### config.mk
export PLATFORM = sky130hd
export DESIGN_NAME = saber_hit_arbiter
export DESIGN_NICKNAME = d
export VERILOG_FILES = /design/src/rtl/saber_hit_arbiter.sv
export SDC_FILE = /design/constraint.sdc
export NUM_CORES = 1
export LEC_CHECK = 0
export CORE_ASPECT_RATIO = 2
export CORE_MARGIN = 4
export CORE_UTILIZATION = 55
export CTS_BUF_LIST = sky130_fd_sc_hd__clkbuf_4
export DETAILED_ROUTE_END_ITERATION = 10
export GPL_ROUTABILITY_DRIVEN = 1
export PLACE_DENSITY_LB_ADDON = 0.2
export SETUP_SLACK_MARGIN = 0.1
export SLEW_MARGIN = 20
export SYNTH_ARGS = -nofsm -noshare
export SYNTH_HDL_FRONTEND = slang
export SYNTH_SLANG_ARGS = --single-unit
export TNS_END_PERCENT = 20
### constraint.sdc
create_clock -name clk_pixel_in -period 3.8 [get_ports clk_pixel_in]
set_input_delay 0.76 -clock clk_pixel_in [delete_from_list [all_inputs] [get_ports clk_pixel_in]]
set_output_delay 0.76 -clock clk_pixel_in [all_outputs]
set_load 0.02 [all_outputs]
### src/rtl/saber_hit_arbiter.sv
// Frame-synchronous two-fencer hit arbiter: range test, hold persistence, one hit per attack, cooldown.
// Latency: hit/parry pulses two cycles after frame_in. Optional parry detection under SABER_PARRY_EN.
module saber_hit_arbiter #(
   parameter int X_W             = 11,
   parameter int Y_W             = 10,
   parameter int REACH_X         = 64,
   parameter int REACH_Y         = 48,
   parameter int HOLD_FRAMES     = 2,
   parameter int COOLDOWN_FRAMES = 30
) (
   input  logic           clk_pixel_in,
   input  logic           rst_n_in,
   input  logic           frame_in,
   input  logic [X_W-1:0] a_x,
   input  logic [X_W-1:0] b_x,
   input  logic [Y_W-1:0] a_y,
   input  logic [Y_W-1:0] b_y,
   input  logic           a_attacking,
   input  logic           b_attacking,
   input  logic           a_blocking,
   input  logic           b_blocking,
   output logic           a_hit,
   output logic           b_hit,
   output logic           double_hit,
   output logic           a_colliding,
   output logic           b_colliding,
   output logic           busy,
   output logic           a_parry,
   output logic           b_parry
);
   typedef enum logic [1:0] {IDLE, CALC, DECIDE, COOLDOWN} state_t;

   localparam logic signed [X_W:0] REACH_XS = (X_W+1)'(REACH_X);
   localparam logic signed [Y_W:0] REACH_YS = (Y_W+1)'(REACH_Y);
   localparam logic [3:0]          HOLD     = 4'(HOLD_FRAMES);
   localparam logic [7:0]          COOL     = 8'(COOLDOWN_FRAMES);

   state_t         state_q;
   logic [X_W-1:0] ax_q, bx_q;
   logic [Y_W-1:0] ay_q, by_q;
   logic           aatt_q, batt_q, ablk_q, bblk_q;
   logic           prev_a_q, prev_b_q, prev_vld_q;
   logic           armed_a_q, armed_b_q;
   logic [3:0]     cnt_a_q, cnt_b_q;
   logic [7:0]     cd_q;

   logic signed [X_W:0] diff_x, dx;
   logic signed [Y_W:0] diff_y, dy;
   logic                in_range, a_qual, b_qual, a_score, b_score;
   logic                armed_a_d, armed_b_d;

   // Widened by one bit so the subtraction cannot wrap at the screen edges.
   always_comb begin
      diff_x    = $signed({1'b0, ax_q}) - $signed({1'b0, bx_q});
      diff_y    = $signed({1'b0, ay_q}) - $signed({1'b0, by_q});
      dx        = diff_x[X_W] ? -diff_x : diff_x;
      dy        = diff_y[Y_W] ? -diff_y : diff_y;
      in_range  = (dx <= REACH_XS) && (dy <= REACH_YS);
      a_qual    = in_range & aatt_q & ~bblk_q;
      b_qual    = in_range & batt_q & ~ablk_q;
      a_score   = (cnt_a_q == HOLD) & armed_a_q;
      b_score   = (cnt_b_q == HOLD) & armed_b_q;
      // prev_vld_q stops an attack held across reset from arming on the first frame.
      armed_a_d = armed_a_q | (a_attacking & prev_vld_q & ~prev_a_q);
      armed_b_d = armed_b_q | (b_attacking & prev_vld_q & ~prev_b_q);
   end

`ifdef SABER_PARRY_EN
   logic a_blkd_q, b_blkd_q;
`else
   assign a_parry = 1'b0;
   assign b_parry = 1'b0;
`endif

   always_ff @(posedge clk_pixel_in or negedge rst_n_in) begin
      if (!rst_n_in) begin
         state_q     <= IDLE;
         ax_q        <= '0;
         bx_q        <= '0;
         ay_q        <= '0;
         by_q        <= '0;
         aatt_q      <= 1'b0;
         batt_q      <= 1'b0;
         ablk_q      <= 1'b0;
         bblk_q      <= 1'b0;
         prev_a_q    <= 1'b0;
         prev_b_q    <= 1'b0;
         prev_vld_q  <= 1'b0;
         armed_a_q   <= 1'b0;
         armed_b_q   <= 1'b0;
         cnt_a_q     <= '0;
         cnt_b_q     <= '0;
         cd_q        <= '0;
         a_hit       <= 1'b0;
         b_hit       <= 1'b0;
         double_hit  <= 1'b0;
         a_colliding <= 1'b0;
         b_colliding <= 1'b0;
         busy        <= 1'b0;
`ifdef SABER_PARRY_EN
         a_blkd_q    <= 1'b0;
         b_blkd_q    <= 1'b0;
         a_parry     <= 1'b0;
         b_parry     <= 1'b0;
`endif
      end else begin
         a_hit      <= 1'b0;
         b_hit      <= 1'b0;
         double_hit <= 1'b0;
`ifdef SABER_PARRY_EN
         a_parry    <= 1'b0;
         b_parry    <= 1'b0;
`endif
         case (state_q)
            IDLE: if (frame_in) begin
               ax_q       <= a_x;
               bx_q       <= b_x;
               ay_q       <= a_y;
               by_q       <= b_y;
               aatt_q     <= a_attacking;
               batt_q     <= b_attacking;
               ablk_q     <= a_blocking;
               bblk_q     <= b_blocking;
               armed_a_q  <= armed_a_d;
               armed_b_q  <= armed_b_d;
               prev_a_q   <= a_attacking;
               prev_b_q   <= b_attacking;
               prev_vld_q <= 1'b1;
               state_q    <= CALC;
            end
            CALC: begin
               a_colliding <= a_qual;
               b_colliding <= b_qual;
               cnt_a_q     <= !a_qual ? 4'd0 : (cnt_a_q == HOLD) ? HOLD : cnt_a_q + 4'd1;
               cnt_b_q     <= !b_qual ? 4'd0 : (cnt_b_q == HOLD) ? HOLD : cnt_b_q + 4'd1;
`ifdef SABER_PARRY_EN
               a_blkd_q    <= in_range & aatt_q & bblk_q;
               b_blkd_q    <= in_range & batt_q & ablk_q;
`endif
               state_q     <= DECIDE;
            end
            DECIDE: begin
               if (a_score && b_score) begin
                  double_hit <= 1'b1;
                  armed_a_q  <= 1'b0;
                  armed_b_q  <= 1'b0;
               end else begin
                  if (a_score) begin
                     a_hit     <= 1'b1;
                     armed_a_q <= 1'b0;
                  end
                  if (b_score) begin
                     b_hit     <= 1'b1;
                     armed_b_q <= 1'b0;
                  end
               end
`ifdef SABER_PARRY_EN
               // A blocked attack never qualifies, so it cannot collide with that side's score.
               if (a_blkd_q && armed_a_q) begin
                  b_parry   <= 1'b1;
                  armed_a_q <= 1'b0;
                  cnt_a_q   <= '0;
               end
               if (b_blkd_q && armed_b_q) begin
                  a_parry   <= 1'b1;
                  armed_b_q <= 1'b0;
                  cnt_b_q   <= '0;
               end
`endif
               if (a_score || b_score) begin
                  state_q <= COOLDOWN;
                  cd_q    <= COOL;
                  busy    <= 1'b1;
                  cnt_a_q <= '0;
                  cnt_b_q <= '0;
               end else begin
                  state_q <= IDLE;
               end
            end
            COOLDOWN: if (frame_in) begin
               armed_a_q <= armed_a_d;
               armed_b_q <= armed_b_d;
               prev_a_q  <= a_attacking;
               prev_b_q  <= b_attacking;
               cd_q      <= cd_q - 8'd1;
               if (cd_q == 8'd1) begin
                  state_q <= IDLE;
                  busy    <= 1'b0;
               end
            end
            default: state_q <= IDLE;
         endcase
      end
   end
endmodule

==> flow_summary.yaml, run 1 <==
clock_tree:
  clk_latency_ns: 0.45
  cts.sinks: 75
  cts_tree: "yes"
  clock_path_buffers: 2
  cts_max_level: 3
  cts.clk_slew.worst_paths_ns: 0.13
  numCtsBuffers: 9
  post_cts_resize_count: 0
  hold_buffers: 0
  cts_root_buf: "clkbuf_4"
  post_cts_buffers: 0
logic_synthesis:
  yosys.area.top_type: "dfrtp_1"
  yosys-top-cells-area: "dfrtp_1 (39%), mux2_2 (12%), ha_1 (8.4%), inv_1 (3.2%), nand2_1 (2.5%)"
  synth_warnings: 0
  syn_inst: 468
  ys_ff_latch: 75
  syn-cell-area_um2: 4770
  synthArstFlopShare_pct: 100
  seq_area_frac_synth_pct: 39.3
  synth_flop_cell: "dfrtp_1"
  avgSynthCellArea_um2: 10.2
  synth_edf_count: 0
  netlist.area_leader.share_pct: 39.3
  synth.distinct_cells: 78
worst_setup_path:
  slowest_stage: "fa_1"
  required_ns: 4.16
  path_cells: "inv_1, ha_1, inv_1, fa_1, a21o_1, a311o_1, a211oi_2, o32a_1, or2b_1, nor4b_1, a21o_4, nand4_2, o31ai_2"
  crit_arrival_ns: 3.77
  slowest_delay_ns: 0.41
  critPathLaunchType: "flop"
  crit_path_end_kind: "flop"
  path_max_fanout: 8
  path_common_cell: "inv_1"
  setup.worst_path.class: "reg -> reg"
die:
  fp.coreArea_um2: 8350
  design.die.area_um2: 10300
  floorplan.rows: 47
  start_util_pct: 57.1
  die_h_um: 140
  die_w_um: 73.9
  ioPinCount: 57
sta:
  timing.final.crit_period_ns: 3.41
  slew_viol_final: 0
  finClkSkew_ns: 0.0216
  setup-tns-final_ns: 0
  finalHoldViolCount: 0
  setup_viol: 0
  slew_headroom_pct: 37.9
  rsz0062_at_grt: "false"
  final.period_utilization_pct: 89.7
  fmax_ghz: 0.293
  worst_slew_pin_slew_ns: 0.931
run:
  maxCapViolCount: 0
layout:
  fin_nets: 606
  drive_above_1_share_pct: 18.4
  utilization_pct: 66.6
  area_growth_syn_to_layout_pct: 16.5
routing:
  first_iter_violations: 220
  wl_per_cell_um: 15.0
  antenna_left: 0
  vias: 3616
  drc: 0
  drt-total-wl_um: 9440
  dr.pass1.iters: 4
  vias_per_cell: 5.77
global_routing:
  grt_pass1_wl_um: 16700
  grt_max_degree: 76
  grt_pass1_vias: 3832
  grtUsageTotal_pct: 20.1
  grt_overflow: 0
  antenna_found_initial: 1
place:
  port_buffers: 54
  dp_hpwl_um: 7300
  routabilityCongestion: 0.820
power_and_ir_drop:
  max-vdd-ir-drop_uv: 634
  powerDensity_nw_per_um2: 997
  leakagePower_nw: 2.51
  power_mw: 5.54
worst_hold_path:
  hold_class: "in -> async"
status:
  status: "completed"
final timing paths:
| check | startpoint | to | slack [ns] | cells past startpoint |
|---|---|---|---|---|
| min in group clk_pixel_in | prev_vld_q | prev_vld_q | 0.48 | 1 |
| worst min-delay path | rst_n_in | bx_q[2] | 0.42 | 1 |
| worst max register to register | ax_q[0] | cnt_b_q[0] | 0.39 | 13 |
| worst max-delay path | ax_q[0] | cnt_b_q[0] | 0.39 | 13 |
| max in group asynchronous | rst_n_in | cd_q[7] | 2.74 | 1 |
| worst min register to register | prev_vld_q | prev_vld_q | 0.48 | 1 |
where the power goes:
group | switching [mW] | total (mW) | internal (mW)
Clock | 0.304 | 0.576 | 0.272
Sequential | 0.185 | 1.28 | 1.10
Combinational | 2.03 | 3.68 | 1.65
Total | 2.52 | 5.54 | 3.02
worst max-delay path: cells and delay by family, from the launching register on:
| family | cells | cell delay (ns) |
|---|---|---|
| adder cells (fa/ha/maj) | 2 | 0.57 |
| AND/OR/NAND/NOR | 3 | 0.73 |
| AO/OA/AOI/OAI | 6 | 1.50 |
| buffers and inverters | 2 | 0.10 |
| flip-flops | 1 | 0.40 |
cell usage after synthesis (3+ instances only):
cell       n
mux2_2    49
nor2_1    30
xnor2_1    9
mux2i_1    3
inv_1     41
o21a_1     4
nand2b_1  10
o21ai_1   10
clkbuf_1   6
o211ai_1   5
buf_2      3
dfrtp_1   75
and2b_2    3
nand2_1   32
a211oi_2   3
nor3_1    10
ha_1      32
a21oi_1   17
nand4_1    5
and3_1     5
nand3_1   11
o21ai_0   13
nor2b_1    5
nand3b_1   3
nor4_1     4
xor2_1     8
nor4b_1    3
a31oi_1    3
cell type report:
cell class / instances / area, um^2
inverter: 41 / 154
fill: 682 / 2790
sequential: 75 / 1880
multi-input combinational: 341 / 2690
clock inverter: 7 / 100
timing repair buffer: 55 / 546
clock buffer: 9 / 67.6
antenna: 1 / 2.50
tap: 98 / 123
stage by stage:
| step | instance area [um^2] | setup slack (ns) | std cells | hold slack (ns) |
|---|---|---|---|---|
| floorplan | 4770 | 0.714 | 469 | 0.425 |
| global placement | 5390 | 0.570 | 610 | 0.449 |
| detailed placement | 5390 | 0.414 | 610 | 0.451 |
| CTS | 5560 | 0.382 | 626 | 0.454 |
| global route | 5560 | 0.196 | 627 | 0.492 |
| finish | 5560 | 0.392 | 627 | 0.423 |
registers in the layout, indices dropped and copies added (netlist names), 2 cells and up:
signal	flops
ax_q	11
ay_q	10
bx_q	11
by_q	10
cd_q	8
cnt_a_q	4
cnt_b_q	4
state_q	2
kinds of logic after synthesis:
kind of cell             synth area share [%]
adder cells (fa/ha/maj)                  9.23
other                                  0.0786
AO/OA/AOI/OAI                            14.0
XOR/XNOR                                 3.46
flip-flops                               39.3
AND/OR/NAND/NOR                          17.2
buffers and inverters                    4.43
multiplexers                             12.2
placed cells by master, fill, tap and decap left out, types with 9 or more instances in the layout:
| master | n |
|---|---|
| mux2_2 | 49 |
| o21ai_0 | 13 |
| nor3_1 | 10 |
| nand2_1 | 31 |
| clkbuf_4 | 9 |
| inv_1 | 41 |
| a21oi_1 | 17 |
| nand2b_1 | 10 |
| ha_1 | 32 |
| nor2_1 | 30 |
| dfrtp_1 | 75 |
| xnor2_1 | 9 |
| nand3_1 | 11 |
| o21ai_1 | 10 |
| clkdlybuf4s50_1 | 53 |
metal layers:
layer,global-route usage (%),vias up,share of wire (%)
met4,7.83,0,2.8
met2,36.8,74,56
met3,4.40,22,3.5
li1,-,1786,-
met5,0,-,0
met1,21.3,1734,38
(Power assumes the default switching activity.)
==> run 2: changes to the inputs <==
--- a/config.mk
+++ b/config.mk
@@ -5,10 +5,11 @@
 export SDC_FILE = /design/constraint.sdc
 export NUM_CORES = 1
 export LEC_CHECK = 0
+export CAP_MARGIN = 30
 export CORE_ASPECT_RATIO = 2
 export CORE_MARGIN = 4
 export CORE_UTILIZATION = 55
-export CTS_BUF_LIST = sky130_fd_sc_hd__clkbuf_4
+export CTS_BUF_LIST = sky130_fd_sc_hd__clkbuf_2 sky130_fd_sc_hd__clkbuf_4 sky130_fd_sc_hd__clkbuf_8
 export DETAILED_ROUTE_END_ITERATION = 10
 export GPL_ROUTABILITY_DRIVEN = 1
 export PLACE_DENSITY_LB_ADDON = 0.2
==> flow_summary.yaml, run 2 (synthesis results as in run 1) <==
sta:
  slew_headroom_pct: 54.5
  slew_viol_final: 0
  setup_viol: 0
  finalHoldViolCount: 0
  hold_slack_ns: 0.314
  final.period_utilization_pct: 89.2
  fmax_ghz: 0.295
  timing.final.crit_period_ns: 3.39
  fin_ws_ns: 0.411
  worst_slew_pin_slew_ns: 0.676
  setup-tns-final_ns: 0
  finClkSkew_ns: 0.0137
  rsz0062_at_grt: "false"
clock_tree:
  cts_root_buf: "clkbuf_8"
  clock_path_buffers: 2
  numCtsBuffers: 9
  cts.sinks: 75
  hold_buffers: 0
  cts_tree: "yes"
  post_cts_buffers: 0
  clk_latency_ns: 0.37
  cts_max_level: 3
  post_cts_resize_count: 0
  cts.clk_slew.worst_paths_ns: 0.08
layout:
  utilization_pct: 67.4
  reg_top3: "ax_q: 11 flops, bx_q: 11 flops"
  antennaDiodeCount: 0
  layout_commonest_cell: "dfrtp_1"
  drive_above_1_share_pct: 18.5
  final_cell_mix: "dfrtp_1 (75), clkdlybuf4s50_1 (53), mux2_2 (49)"
  nFillCells: 670
  multi_input_area_um2: 2690
  regArea_um2: 1880
  area_growth_syn_to_layout_pct: 18.0
  fin_nets: 607
die:
  die_h_um: 140
  start_util_pct: 57.1
  fp.coreArea_um2: 8350
  design.die.area_um2: 10300
  ioPinCount: 57
  floorplan.rows: 47
  die_w_um: 73.9
global_routing:
  grt_pass1_wl_um: 16700
  grtUsageTotal_pct: 20.1
  grt_overflow: 0
  antenna_found_initial: 0
  grt_pass1_vias: 3854
  grt_max_degree: 76
routing:
  vias: 3589
  dr.pass1.iters: 4
  antenna_left: 0
  vias_per_cell: 5.72
  drc: 0
  first_iter_violations: 242
  wl_per_cell_um: 15.1
  drt-total-wl_um: 9470
place:
  port_buffers: 54
  routabilityCongestion: 0.820
  place_ws_ns: 0.414
  dp_hpwl_um: 7300
power_and_ir_drop:
  swShare_pct: 44.7
  p_int_mw: 3.13
  powerDensity_nw_per_um2: 1010
  leakagePower_nw: 2.54
  power_switching_mw: 2.53
  clockPowerShare_pct: 12.2
  comb_power_share_pct: 65.1
  power_mw: 5.66
  power.share.sequential_pct: 22.7
  max-vdd-ir-drop_uv: 622
run:
  maxCapViolCount: 0
worst_setup_path:
  path_cells: "inv_1, ha_1, inv_1, fa_1, a21o_1, a311o_1, a211oi_2, o32a_1, or2b_1, nor4b_1, a21o_4, nand4_2, o31ai_2"
  reg2reg_slack_ns: 0.41
  path_common_cell: "inv_1"
  critPathLaunchType: "flop"
  path_max_fanout: 8
  slowest_delay_ns: 0.41
  slowest_stage: "fa_1"
  crit_path_end_kind: "flop"
  crit_arrival_ns: 3.66
  required_ns: 4.07
  setup.worst_path.class: "reg -> reg"
status:
  status: "completed"
worst_hold_path:
  hold_class: "in -> async"
## run 2: path summary, 6_finish.rpt
check / from / to / depth (start not counted)
min in group clk_pixel_in: prev_vld_q / prev_vld_q / 1
max: ax_q[0] / cnt_b_q[0] / 13
max reg2reg: ax_q[0] / cnt_b_q[0] / 13
max in group asynchronous: rst_n_in / by_q[7] / 2
min reg2reg: prev_vld_q / prev_vld_q / 1
min: rst_n_in / ax_q[3] / 1
## run 2: routing by layer
metal	share of wire [%]	up-vias	GRT usage (%)	wire, um
met2	57	69	37.0	5360
li1	-	1781	-	-
met1	37	1722	21.2	3550
met4	2.5	0	7.93	233
met3	3.4	17	4.26	325
met5	0	-	0	0
## run 2: cell type report
type | count | area share (%)
Multi-Input combinational cell | 341 | 47.7
Sequential cell | 75 | 33.3
Timing Repair Buffer | 56 | 10.0
Inverter | 41 | 2.73
Clock buffer | 9 | 2.20
Tap cell | 98 | 2.18
Clock inverter | 7 | 1.78
## run 2: metrics by stage
step	instance area [um^2]	cells
after detailed placement	5390	610
final	5630	627
after global placement	5390	610
after CTS	5610	626
after floorplan	4770	469
after global routing	5630	627
## run 2: power by group through the flow
stage,logic (mW),registers (mW),clock network [mW]
detailed placement,3.66,1.30,0
CTS,3.68,1.29,0.713
global placement,3.56,1.28,0
finish,3.69,1.29,0.692
floorplan,3.00,1.25,0
global route,4.12,1.32,0.744
## run 2: worst max-delay path: cells and delay by family (launching register included)
family,cells,cell delay (ns)
compound gates,6,1.50
simple gates,3,0.73
fa+ha+maj,2,0.57
flops,1,0.38
buf+inv,2,0.11
